`config.mk`:
```
export PLATFORM = sky130hd
export DESIGN_NAME = ro_window_counter
export DESIGN_NICKNAME = d
export VERILOG_FILES = /design/src/rtl/ro_puf_pkg.sv /design/src/rtl/ro_edge_sync.sv /design/src/rtl/ro_window_counter.sv
export SDC_FILE = /design/constraint.sdc
export NUM_CORES = 1
export LEC_CHECK = 0
export CAP_MARGIN = 10
export CORE_ASPECT_RATIO = 0.75
export CORE_MARGIN = 2
export CORE_UTILIZATION = 49
export CTS_CLUSTER_DIAMETER = 150
export DETAILED_ROUTE_END_ITERATION = 12
export PLACE_DENSITY = 0.75
export RECOVER_POWER = 25
export SLEW_MARGIN = 20
export SYNTH_ARGS = -nofsm -noshare
export SYNTH_HDL_FRONTEND = slang
export SYNTH_SLANG_ARGS = --single-unit
```
`constraint.sdc`:
```
create_clock -name clk -period 1.64 [get_ports clk]
set_input_delay 0.246 -clock clk [delete_from_list [all_inputs] [get_ports clk]]
set_output_delay 0.246 -clock clk [all_outputs]
set_load 0.05 [all_outputs]
```
`src/rtl/ro_puf_pkg.sv`:
```
// Shared definitions for the RO PUF measurement and comparator stages.
package ro_puf_pkg;

    localparam int CNT_W = 8;

    typedef enum logic [1:0] {
        IDLE  = 2'd0,
        CLEAR = 2'd1,
        COUNT = 2'd2,
        DONE  = 2'd3
    } ro_state_e;

endpackage

```
`src/rtl/ro_edge_sync.sv`:
```
// Two-flop synchroniser plus history flop; flags a rising edge of an
// asynchronous ring-oscillator output in the clk domain.
module ro_edge_sync (
    input  logic clk,
    input  logic rst,
    input  logic ro_in,
    output logic edge_o
);

    logic s1_q, s2_q, s3_q;

    always_ff @(posedge clk) begin
        if (rst) begin
            s1_q <= 1'b0;
            s2_q <= 1'b0;
            s3_q <= 1'b0;
        end else begin
            s1_q <= ro_in;
            s2_q <= s1_q;
            s3_q <= s2_q;
        end
    end

    assign edge_o = s2_q & ~s3_q;

endmodule

```
`src/rtl/ro_window_counter.sv`:
```
// Counts rising edges of two ring oscillators over a fixed clk window.
// Build option RO_SAT_EN: edge counters saturate instead of wrapping.
module ro_window_counter
    import ro_puf_pkg::*;
#(
    parameter int CNT_W         = ro_puf_pkg::CNT_W,
    parameter int WINDOW_CYCLES = 200,
    localparam int WIN_W        = $clog2(WINDOW_CYCLES + 1)
) (
    input  logic             clk,
    input  logic             rst,
    input  logic             start,
    input  logic             ro_a,
    input  logic             ro_b,
    output logic [CNT_W-1:0] count1,
    output logic [CNT_W-1:0] count2,
    output logic             busy,
    output logic             valid
);

    localparam logic [WIN_W-1:0] WIN_LAST = WIN_W'(WINDOW_CYCLES - 1);

    ro_state_e        state_q;
    logic [CNT_W-1:0] cnt_a_q, cnt_b_q, cnt_a_d, cnt_b_d;
    logic [CNT_W-1:0] count1_q, count2_q;
    logic [WIN_W-1:0] win_q;
    logic             busy_q, valid_q;
    logic             edge_a, edge_b;

    function automatic logic [CNT_W-1:0] bump(input logic [CNT_W-1:0] c);
`ifdef RO_SAT_EN
        return (&c) ? c : c + CNT_W'(1);
`else
        return c + CNT_W'(1);
`endif
    endfunction

    ro_edge_sync u_sync_a (.clk(clk), .rst(rst), .ro_in(ro_a), .edge_o(edge_a));
    ro_edge_sync u_sync_b (.clk(clk), .rst(rst), .ro_in(ro_b), .edge_o(edge_b));

    always_comb begin
        cnt_a_d = edge_a ? bump(cnt_a_q) : cnt_a_q;
        cnt_b_d = edge_b ? bump(cnt_b_q) : cnt_b_q;
    end

    always_ff @(posedge clk) begin
        if (rst) begin
            state_q  <= IDLE;
            cnt_a_q  <= '0;
            cnt_b_q  <= '0;
            win_q    <= '0;
            count1_q <= '0;
            count2_q <= '0;
            busy_q   <= 1'b0;
            valid_q  <= 1'b0;
        end else begin
            valid_q <= 1'b0;
            case (state_q)
                IDLE: begin
                    if (start) begin
                        state_q <= CLEAR;
                        busy_q  <= 1'b1;
                    end
                end
                CLEAR: begin
                    cnt_a_q <= '0;
                    cnt_b_q <= '0;
                    win_q   <= '0;
                    state_q <= COUNT;
                end
                COUNT: begin
                    // Edges in the final window cycle are still counted.
                    cnt_a_q <= cnt_a_d;
                    cnt_b_q <= cnt_b_d;
                    win_q   <= win_q + WIN_W'(1);
                    if (win_q == WIN_LAST) state_q <= DONE;
                end
                DONE: begin
                    count1_q <= cnt_a_q;
                    count2_q <= cnt_b_q;
                    valid_q  <= 1'b1;
                    busy_q   <= 1'b0;
                    state_q  <= IDLE;
                end
                default: state_q <= IDLE;
            endcase
        end
    end

    assign count1 = count1_q;
    assign count2 = count2_q;
    assign busy   = busy_q;
    assign valid  = valid_q;

endmodule

```
==> flow_summary.json <==
{
  "status": "completed",
  "drv_cap": 0,
  "antenna_found_initial": 0,
  "wirelength_um": 3420,
  "drv_slew": 0,
  "finalSetupViolCount": 0,
  "path_cells": "inv_1 -> ha_2 -> and3b_1 -> nand4_4 -> o211ai_1 -> o41ai_2",
  "final_common_cell": "dfxtp_1",
  "h-tree-depth": 2,
  "row_count": 20,
  "wire_per_inst_um": 11.5,
  "crit_required_ps": 1820,
  "synth-edff-count": 0,
  "final.fill_count": 380,
  "path_class": "flip-flop to flip-flop",
  "grt_usage_pct": 15.9,
  "ctsHoldBuffers": 0,
  "slowest_stage": "dfxtp_2",
  "cp_num_buf_inv": 1,
  "fin_nets": 254,
  "drt_iter0_drc": 74,
  "die_w_um": 78.7,
  "synth_area_leader_cell": "dfxtp_1",
  "via_per_inst": 5.04,
  "path_clk_slew_ps": 80,
  "ios": 23,
  "hold_violations": 0,
  "path_delay_family": "simple AND/OR/NAND/NOR gates",
  "cp_slowest_stage_delay_ps": 340,
  "dr.pass1.iters": 4,
  "rrSetupSlack_ps": 90,
  "ys_types": 38,
  "multi_input_area_um2": 1000,
  "syn_area_um2": 2050,
  "drtAntennaViolNets": 0,
  "grt_overflow": 0,
  "clk_root_buffer_cell": "clkbuf_8",
  "worst_slew_pin_slew_ps": 595,
  "grt_pass1_vias": 1292,
  "antenna_cells": 0,
  "initial_core_util_pct": 51.0,
  "hold_start": "u_sync_b.s1_q$_SDFF_PP0_",
  "syn2layout_area_growth_pct": 15.7,
  "finalCriticalPeriod_ps": 1550,
  "start_kind": "flip-flop",
  "clock_sinks": 50,
  "synth-async-reset-ratio_pct": 0,
  "post_cts_buffers": 0,
  "power.density_nw_per_um2": 1070,
  "fmax_mhz": 647,
  "seqCellArea_um2": 1000,
  "fin_skew_ps": 5.75,
  "ys.flop_type": "dfxtp_1",
  "hp-class": "flip-flop to flip-flop",
  "stdcell_count": 298,
  "synth.avg_cell_area_um2": 9.59,
  "syn-num-nets": 226,
  "routed-via-count": 1503,
  "ys_ff_latch": 50,
  "grt_max_degree": 17,
  "final_cell_mix": "48 x dfxtp_1, 42 x nor2_1, 19 x mux2i_1, 16 x buf_4, 12 x a21oi_1",
  "relSlewSlack_pct": 60.5,
  "die_area_um2": 4730,
  "drive_gt1_share_pct": 13.6,
  "r2r-end": "cnt_a_q[7]$_SDFFE_PP0P_",
  "arrival_ps": 1730,
  "io_buffers": 22,
  "timing.final.crit_share_pct": 94.3,
  "die_y_um": 60.1,
  "rr_startpoint": "state_q[0]$_SDFFE_PP0P_",
  "dpl.hpwl_um": 2520,
  "cp_max_fo": 7,
  "synth_top_area_share_pct": 48.8,
  "synthCells": 214,
  "worstHoldPathCells": 1,
  "yosysSeqAreaShare_pct": 48.8,
  "cts_tree": "done",
  "synth_warnings": 0,
  "grt_pass1_wl_um": 5820,
  "vdd_ir_drop_max_uv": 985,
  "hold_end": "u_sync_b.s2_q$_SDFF_PP0_",
  "synth_area_leaders": "dfxtp_1 49%, mux2i_1 9.3%, nor2_1 7.7%",
  "core_region_area_um2": 4030,
  "clkLatencyLatePin_ps": 300,
  "cp-end-kind": "flip-flop",
  "p_leak_nw": 0.916,
  "dp.cells": 290,
  "route.detailed.drc": 0,
  "place_congestion": 0.782,
  "fin_ws_ps": 93.6,
  "numCtsBuffers": 5,
  "reg2regPathDepth": 6,
  "place_ws_ps": 42.9,
  "cts_max_path_buffers": 2
}
-- worst max-delay path by stage --
| stage | startpoint | end | depth (start not counted) |
|---|---|---|---|
| final | state_q[0]$_SDFFE_PP0P_ | cnt_a_q[7]$_SDFFE_PP0P_ | 6 |
| after global routing | state_q[0]$_SDFFE_PP0P_ | cnt_a_q[5]$_SDFFE_PP0P_ | 6 |
| after CTS | state_q[0]$_SDFFE_PP0P_ | cnt_a_q[5]$_SDFFE_PP0P_ | 6 |
| after detailed placement | state_q[0]$_SDFFE_PP0P_ | cnt_a_q[7]$_SDFFE_PP0P_ | 6 |
| after global placement | state_q[0]$_SDFFE_PP0P_ | cnt_a_q[5]$_SDFFE_PP0P_ | 6 |
| after floorplan | state_q[0]$_SDFFE_PP0P_ | win_q[7]$_SDFFE_PP0P_ | 6 |
-- stage by stage --
step | instance area (um2) | total power [mW] | hold slack, ps | util [%] | TNS [ps]
2_1_floorplan | 2050 | 1.72 | 374 | - | 0
3_3_place_gp | 2310 | 1.85 | 421 | 57.5 | 0
3_5_place_dp | 2310 | 1.86 | 429 | 57.5 | 0
4_1_cts | 2410 | 2.57 | 449 | 59.7 | 0
5_1_grt | 2370 | 2.70 | 468 | 58.9 | -5.16
6_report | 2370 | 2.55 | 443 | 58.9 | 0
-- routing by layer --
| layer | wire, um | track usage, % | share of wire (%) |
|---|---|---|---|
| met3 | 154 | 4.08 | 4.5 |
| met2 | 1410 | 24.1 | 41 |
| met5 | 0 | 0 | 0 |
| met1 | 1810 | 22.1 | 53 |
| met4 | 48 | 6.02 | 1.4 |
-- worst register-to-register path, cell delays in order (launching register included) --
cell and delay, ps:
dfxtp_2 340, inv_1 80, ha_2 240, and3b_1 270, nand4_4 160, o211ai_1 240, o41ai_2 100
-- area by class of cell --
cell class	instances	area share, %
repair buffers	30	8.38
clock buffers	7	3.64
clock inverters	1	0.211
flip-flops and latches	50	42.3
well taps	55	2.90
multi-input cells	152	42.1
inverters	3	0.474
-- registers in the layout, indices dropped and copies added (netlist names) --
| signal | flops |
|---|---|
| u_sync_a.s2_q | 1 |
| win_q | 8 |
| u_sync_b.s1_q | 1 |
| u_sync_b.s3_q | 1 |
| cnt_a_q | 8 |
| valid | 1 |
| busy | 1 |
| count2 | 8 |
| u_sync_a.s3_q | 1 |
| u_sync_a.s1_q | 1 |
| u_sync_b.s2_q | 1 |
| count1 | 8 |
| state_q | 2 |
| cnt_b_q | 8 |
-- report_power, final --
part / total, mW / switching (mW) / internal, mW
Clock: 0.711 / 0.370 / 0.340
Sequential: 1.31 / 0.0420 / 1.27
Combinational: 0.526 / 0.308 / 0.219
Total: 2.55 / 0.720 / 1.83
-- cells in the mapped netlist, types with 2 or more instances --
| cell type | n |
|---|---|
| a21oi_1 | 12 |
| xor2_1 | 8 |
| clkbuf_1 | 3 |
| dfxtp_1 | 50 |
| nand2_1 | 11 |
| ha_1 | 7 |
| o211ai_1 | 2 |
| o21a_1 | 2 |
| or3_1 | 2 |
| nor2b_1 | 8 |
| xnor2_1 | 3 |
| nand4_1 | 6 |
| o21ai_0 | 2 |
| nand2b_1 | 3 |
| buf_2 | 4 |
| o41ai_2 | 2 |
| and3b_1 | 2 |
| nor2_1 | 42 |
| mux2i_1 | 19 |
| inv_1 | 3 |
| and3_1 | 2 |
| nand3_1 | 5 |
-- cells by family after synthesis --
family,Yosys count,synth area share [%]
compound gates,25,8.17
xor+xnor,11,4.69
fa+ha+maj,7,4.27
buf+inv,12,2.62
flops,50,48.8
mux,19,9.26
simple gates,90,22.2
-- repair_timing --
item / in CTS / in global routing
resized for setup: 0 / 3
setup endpoints to repair: 0 / 13
endpoints found under the hold margin: 0 / 0
Power figures use the tool's default switching activity.
